### src/rtl/spi_master_cfg.sv
// spi_master_cfg: configurable SPI master (CPOL/CPHA, slave select, MSB first).
// Ports: clk/rst, start+cfg in, miso; sclk/mosi/ss_n out, busy/done/rx_data status.
module spi_master_cfg #(
  parameter int DATA_W  = 8,
  parameter int SEL_W   = 2,
  parameter int CLK_DIV = 2
) (
  input  logic                    clk,
  input  logic                    rst,
  input  logic                    start,
  input  logic                    cpol,
  input  logic                    cpha,
  input  logic [SEL_W-1:0]        ss_sel,
  input  logic [DATA_W-1:0]       tx_data,
  input  logic                    miso,
  output logic                    sclk,
  output logic                    mosi,
  output logic [(1<<SEL_W)-1:0]   ss_n,
  output logic                    busy,
  output logic                    done,
  output logic [DATA_W-1:0]       rx_data
);

  localparam int NUM_SS = 1 << SEL_W;
  localparam int CW = (CLK_DIV > 1) ? $clog2(CLK_DIV) : 1;
  localparam int EW = $clog2(2*DATA_W + 1);
  localparam logic [CW-1:0] CNT_MAX = CW'(CLK_DIV - 1);
  localparam logic [EW-1:0] EDGE_LAST = EW'(2*DATA_W - 1);

  localparam logic [2:0] S_IDLE  = 3'd0;
  localparam logic [2:0] S_LEAD  = 3'd1;
  localparam logic [2:0] S_XFER  = 3'd2;
  localparam logic [2:0] S_TRAIL = 3'd3;
  localparam logic [2:0] S_DONE  = 3'd4;

  logic [2:0]        state_q, state_d;
  logic [CW-1:0]     cnt_q, cnt_d;
  logic [EW-1:0]     ecnt_q, ecnt_d;
  logic              sclk_q, sclk_d;
  logic              mosi_q, mosi_d;
  logic              cpol_q, cpol_d;
  logic              cpha_q, cpha_d;
  logic [SEL_W-1:0]  sel_q, sel_d;
  logic [DATA_W-1:0] tx_q, tx_d;
  logic [DATA_W-1:0] rsh_q, rsh_d;
  logic [DATA_W-1:0] rx_q, rx_d;

  logic tick;
  logic lead;
  logic samp;

  always_comb begin
    tick    = (cnt_q == CNT_MAX);
    // an even count of edges so far means the next edge is a leading one
    lead    = ~ecnt_q[0];
    samp    = lead ^ cpha_q;
    state_d = state_q;
    cnt_d   = tick ? '0 : cnt_q + CW'(1);
    ecnt_d  = ecnt_q;
    sclk_d  = sclk_q;
    mosi_d  = mosi_q;
    cpol_d  = cpol_q;
    cpha_d  = cpha_q;
    sel_d   = sel_q;
    tx_d    = tx_q;
    rsh_d   = rsh_q;
    rx_d    = rx_q;
    case (state_q)
      S_IDLE: begin
        cnt_d  = '0;
        sclk_d = cpol;
        mosi_d = 1'b0;
        if (start) begin
          state_d = S_LEAD;
          cpol_d  = cpol;
          cpha_d  = cpha;
          sel_d   = ss_sel;
          ecnt_d  = '0;
          rsh_d   = '0;
          // cpha=0 presents the MSB before the first edge
          if (cpha) begin
            tx_d = tx_data;
          end else begin
            mosi_d = tx_data[DATA_W-1];
            tx_d   = {tx_data[DATA_W-2:0], 1'b0};
          end
        end
      end
      S_LEAD: begin
        if (tick) state_d = S_XFER;
      end
      S_XFER: begin
        if (tick) begin
          sclk_d = ~sclk_q;
          ecnt_d = ecnt_q + EW'(1);
          if (samp) begin
            rsh_d = {rsh_q[DATA_W-2:0], miso};
          end else if (cpha_q || ecnt_q != EDGE_LAST) begin
            mosi_d = tx_q[DATA_W-1];
            tx_d   = {tx_q[DATA_W-2:0], 1'b0};
          end
          if (ecnt_q == EDGE_LAST) state_d = S_TRAIL;
        end
      end
      S_TRAIL: begin
        sclk_d = cpol_q;
        if (tick) begin
          state_d = S_DONE;
          rx_d    = rsh_q;
          mosi_d  = 1'b0;
        end
      end
      S_DONE: begin
        state_d = S_IDLE;
        cnt_d   = '0;
      end
      default: begin
        state_d = S_IDLE;
        cnt_d   = '0;
      end
    endcase
  end

  always_ff @(posedge clk) begin
    if (rst) begin
      state_q <= S_IDLE;
      cnt_q   <= '0;
      ecnt_q  <= '0;
      sclk_q  <= 1'b0;
      mosi_q  <= 1'b0;
      cpol_q  <= 1'b0;
      cpha_q  <= 1'b0;
      sel_q   <= '0;
      tx_q    <= '0;
      rsh_q   <= '0;
      rx_q    <= '0;
    end else begin
      state_q <= state_d;
      cnt_q   <= cnt_d;
      ecnt_q  <= ecnt_d;
      sclk_q  <= sclk_d;
      mosi_q  <= mosi_d;
      cpol_q  <= cpol_d;
      cpha_q  <= cpha_d;
      sel_q   <= sel_d;
      tx_q    <= tx_d;
      rsh_q   <= rsh_d;
      rx_q    <= rx_d;
    end
  end

  assign busy    = (state_q == S_LEAD) || (state_q == S_XFER) ||
                   (state_q == S_TRAIL);
  assign done    = (state_q == S_DONE);
  assign sclk    = sclk_q;
  assign mosi    = mosi_q;
  assign rx_data = rx_q;
  assign ss_n    = busy ? ~(NUM_SS'(1) << sel_q) : '1;

endmodule

### config.mk
export PLATFORM = sky130hd
export DESIGN_NAME = spi_master_cfg
export DESIGN_NICKNAME = d
export VERILOG_FILES = /design/src/rtl/spi_master_cfg.sv
export SDC_FILE = /design/constraint.sdc
export NUM_CORES = 1
export LEC_CHECK = 0
export CAP_MARGIN = 30
export CELL_PAD_IN_SITES_DETAIL_PLACEMENT = 1
export CELL_PAD_IN_SITES_GLOBAL_PLACEMENT = 2
export CORE_ASPECT_RATIO = 1.4
export CORE_MARGIN = 1.5
export CORE_UTILIZATION = 28
export DETAILED_ROUTE_END_ITERATION = 7
export PLACE_DENSITY_LB_ADDON = 0.1
export SETUP_SLACK_MARGIN = 0.4
export SLEW_MARGIN = 20
export SYNTH_ARGS = -nofsm -noshare
export SYNTH_HDL_FRONTEND = slang
export SYNTH_SLANG_ARGS = --single-unit
export TNS_END_PERCENT = 1
### constraint.sdc
create_clock -name clk -period 2 [get_ports clk]
set_clock_uncertainty 0.05 [all_clocks]
set_input_delay 0.4 -clock clk [delete_from_list [all_inputs] [get_ports clk]]
set_output_delay 0.4 -clock clk [all_outputs]
set_load 0.05 [all_outputs]
# Yosys cells after proc, flatten, opt, wreduce, memory -nomap -nowiden
# Index checks and enable logic that the tools add are counted.
# op_classes
n_eq_ne	14
bitwise	5
addsub	2
mux	29
n_reduce_logical	16
shift	1
# ops
cell	n
8-bit 2-to-1 mux	8
8-bit one-hot mux with 2 select lines	2
2-bit inequality test, second input constant	8
3-bit 2-to-1 mux	5
5-bit AND reduction	3
3-bit one-hot mux with 4 select lines	1
5-bit 2-to-1 mux	2
5-bit one-hot mux with 2 select lines	1
1-bit 2-to-1 mux	7
3-bit by 2-bit == test with 1-bit output, second input constant	2
1-bit one-hot mux with 3 select lines	2
2-bit AND reduction	3
3-bit OR reduction	2
5-bit by 1-bit adder with 5-bit output, second input constant	1
5-bit by 4-bit == test with 1-bit output, second input constant	1
5-bit by 4-bit inequality test with 1-bit output, second input constant	1
4-bit 2-to-1 mux	1
4-bit inverter	1
4-bit AND reduction	1
1-bit by 2-bit left shift with 4-bit output, first input constant	1
3-bit by 1-bit == test with 1-bit output, second input constant	1
3-bit == test, second input constant	1
3-bit zero test	1
1-bit logical OR	3
other kinds (6)	8
# word_totals
output_inout_bits	16
word_cells	78
ff_bits	39
inputBits	16

# Depth between registers and ports, before layout
# depth
ltp_word	6
mapped_depth	8
mapped_depth_nobuf	7

# Least setup slack after synthesis
# Ideal clock, no wire load.
# synth_path
path_kind	flip-flop to output port
from	reg state_q[0]
to	out ss_n[1]
arrival_time_ns	2.159
path_stages_with_launch	5
n_path_buf	1
required_ns	1.550
slack_ns	-0.609
path_cell_list	dfxtp_1 > clkbuf_1 > nor2_1 > nor2_1 > nand3b_1
# synth_via
elab_chain_len	4
elab_cells_between_ends	6
classes_between	eq/ne (3); mux (1); reduce/logical (2)
# synth_lines
element	line	source
start, declared	36	logic [2:0] state_q, state_d;
start signal, assigned	138	state_q <= state_d;
3-bit by 1-bit == test with 1-bit output / 3-bit by 2-bit == test with 1-bit output (equally long branches)	152	assign busy = (state_q == S_LEAD) || (state_q == S_XFER) ||
1-bit logical OR	152	
1-bit logical OR (*)	152	
net busy	19	output logic busy,
4-bit 2-to-1 mux (*)	158	assign ss_n = busy ? ~(NUM_SS'(1) << sel_q) : '1;
end, declared	18	output logic [(1<<SEL_W)-1:0] ss_n,
# Mark *: on every way through the listed nets, which the timed path passes. The rest lies on a longest branch.

# Worst setup path in the final report
# layout_path
from	reg ecnt_q[0]
to	reg tx_q[7]
# layout_via
elab_chain_len	4
elab_cells_between_ends	7
classes_between	eq/ne (3); bitwise (2); reduce/logical (2)
# layout_lines
element	line	source
start, declared	38	logic [EW-1:0] ecnt_q, ecnt_d;
start signal, assigned	140	ecnt_q <= ecnt_d;
5-bit by 4-bit inequality test with 1-bit output / 1-bit inverter (equally long branches)	98, 55	
1-bit logical OR / 1-bit bitwise XOR (equally long branches)	98, 56	
2-bit inequality test (no line)	n/a	
5-bit AND reduction (no line) (*)	n/a	
end signal, assigned	146	tx_q <= tx_d;
end, declared	44	logic [DATA_W-1:0] tx_q, tx_d;
# Every way passes the cells marked *; elsewhere a longest branch is shown, timed or not.
# A chain may end at the register's enable or synchronous reset.

==> metrics <==
die area=7252 um2; Primary FF master, synth=dfxtp_1; grt total ovfl=0; Post-Syn Instances=214; DP Area=2437 um2; Design Area, Final=2678 um2; TritonCTS clock tree=done; hpwl dp=3.667 mm; sequential power share=45.2%; Fin. Hold Viols=0; die extent in y=100.2 um; average cell area after synthesis=8.823 um2; ys async rst share=0%; gr busiest metal=met2; CP endpoint kind=flop; min Tclk post-route=1981 ps; core area=6569 um2; post-route ant nets=0; final hold slack=409.5 ps; Setup CP Type=reg2reg; CTS Sinks=39; die width=72.40 um; Max Cap Viol=0; Initial Util=28.74%; P_int=1362 uW; IO Port Bufs=31; htree depth=2; pwr/cell area=685.3 nW/um2; Ports=32; post-synthesis sequential area ratio=41.35%; total track usage=15.47%; Peak VDD IR=0.3312 mV; EDFF count, synth=0; M1 GR Usage=18.69%; Initial DRC Count=57; Routed WL per cell=15.73 um; Critical Path Source=ecnt_q[0]$_SDFFE_PP0P_; met2 usage=26.28%; clock power share=37.4%; first-pass GRT wire length=8.797 mm; Startpoint Class=flop; switching power=473.4 uW; largest net degree at the start of global routing=17; maximum clock rate=0.5048 GHz; clk root buf=clkbuf_8; Sw Ratio=25.80%; final setup fails=0; RSZ-0062 raised after global routing=yes; Core Rows=35; crit path max fanout=8; Comb power frac=17.4%; Num CTS Buffers=5; mapped cell area=1888 um2; Final Routed Wirelength=5.222 mm; total power=1835 uW; Static Leak=0.001067 uW; Final GP Congestion=0.8235; Slew @ Worst Pin=514.3 ps; vias=1715; fin nets=275; Critical Path RT=2170 ps; Synth warnings=0; initial antenna violation count=0; Worst-path clk slew=80 ps; synthesis-stage register bit count=39; drt pass-1 iters=4; min-delay src=rx_data[5]$_SDFFE_PP0P_; Vias/cell=5.166; class of the worst hold path=reg2reg; max-slew violations=0; clock latency on the worst-skew pair=290 ps; DR DRC count=0; share of layout cells above drive strength 1=25.58%; status=complete, no violations; # diodes=0; r2r startpoint=ecnt_q[0]$_SDFFE_PP0P_; Synth cell types=38; met3 Use GR=3.313%; crit path DAT=2150 ps; Final Cycle Share=99.05%; vias in the first global route=1834; CTS max path bufs=2; syn_nets=232; Syn-to-layout area delta=41.82%; Fillers=747; Max-slew headroom=65.66%
==> what timing repair did <==
action,4_1_cts,5_1_grt
setup buffers,2,0
setup endpoints to repair,35,38
endpoints found under the hold margin,0,0
pin swaps,11,9
gates resized for setup,4,21
gates cloned,1,0
hold buffers,0,0
==> worst max-delay path, stage by stage (launching register included) <==
cell and delay (ps):
dfxtp_4 360, ha_4 150, and3_4 180, ha_4 160
nor3b_4 200, buf_6 130, nor3b_4 60, buf_12 150
or3_1 330, a21oi_2 140
==> state kept, by name (all words and copies together), names as in the netlist <==
signal   cells
rsh_q        8
rx_data      8
tx_q         8
ecnt_q       5
state_q      3
sel_q        2
cnt_q        1
cpha_q       1
cpol_q       1
mosi         1
sclk         1
==> cells in the final DEF, fill, tap and decap left out, drive strengths merged, types with 2 or more instances in the layout <==
cell,Yosys,routed
a211oi,2,2
a21oi,29,29
a221oi,2,2
and3,2,2
buf,7,29
clkbuf,8,6
clkdlybuf4s50,0,15
dfxtp,39,39
dlymetal6s2s,0,7
ha,2,2
inv,3,3
mux2,7,7
mux2i,13,13
nand2,22,22
nand2b,9,9
nand3,12,12
nand3b,2,2
nand4b,2,2
nor2,9,9
nor2b,4,4
nor3,5,5
nor3b,5,5
o21ai,8,8
or2,2,2
or3,7,7
xnor2,2,2
xor2,2,2
==> power groups by stage <==
stage	combinational, uW	sequential, uW	clock [uW]
2_1_floorplan	181	849	0
3_3_place_gp	291	848	0
3_5_place_dp	300	850	0
4_1_cts	310	831	719
5_1_grt	344	834	746
6_report	319	830	686
==> kinds of logic after synthesis <==
family          Yosys count  synth area share [%]
mux                      20                 11.07
fa+ha+maj                 2                 1.325
flops                    39                 41.35
xor+xnor                  4                 1.856
compound gates           46                 13.92
simple gates             85                 25.45
buf+inv                  18                 5.036
==> synthesized netlist by cell type, types with 3 or more instances <==
cell,count,area share [%]
o21ai_0,8,2.1
buf_2,4,1.1
buf_6,3,1.8
nand2_1,22,4.4
clkbuf_1,8,1.6
nor2_1,9,1.8
or3_1,7,2.3
dfxtp_1,39,41
nand2b_1,9,3.0
mux2i_1,13,6.9
mux2_2,7,4.2
nor2b_1,4,1.3
nor3_1,5,1.3
nand3_1,12,3.2
a21oi_1,29,7.7
inv_1,3,0.60
==> stage by stage <==
stage | setup WS (ps) | instances | setup TNS [ps] | util [%]
after global routing | -41.93 | 332 | -173.4 | 40.76
final | 18.91 | 332 | 0 | 40.76
after global placement | -10.80 | 321 | -21.55 | 37.10
after CTS | 36.77 | 332 | 0 | 39.92
after detailed placement | -113.9 | 321 | -817.8 | 37.10
after floorplan | 196.0 | 214 | 0 | -
==> layout make-up <==
cell class / instances / area (um2) / area share, %
Clock buffer: 6 / 82.58 / 3.084
Inverter: 3 / 11.26 / 0.4206
Clock inverter: 2 / 35.03 / 1.308
Timing Repair Buffer: 51 / 573.1 / 21.40
Multi-Input combinational cell: 157 / 1086 / 40.56
Sequential cell: 39 / 797.0 / 29.77
Tap cell: 74 / 92.59 / 3.458
==> worst paths after layout <==
path                              to  slack [ps]  cells after the start
max             tx_q[7]$_SDFFE_PP0P_          20                      9
min          rx_data[5]$_SDFFE_PP0P_         410                      2
max reg2reg     tx_q[7]$_SDFFE_PP0P_          20                      9
min reg2reg  rx_data[5]$_SDFFE_PP0P_         410                      2
==> routing by layer <==
layer,wire length [um],vias to the layer above
met2,2751,29
met4,102,0
met1,2204,838
li1,-,838
met5,0,-
met3,164,10
(Power assumes the default switching activity.)
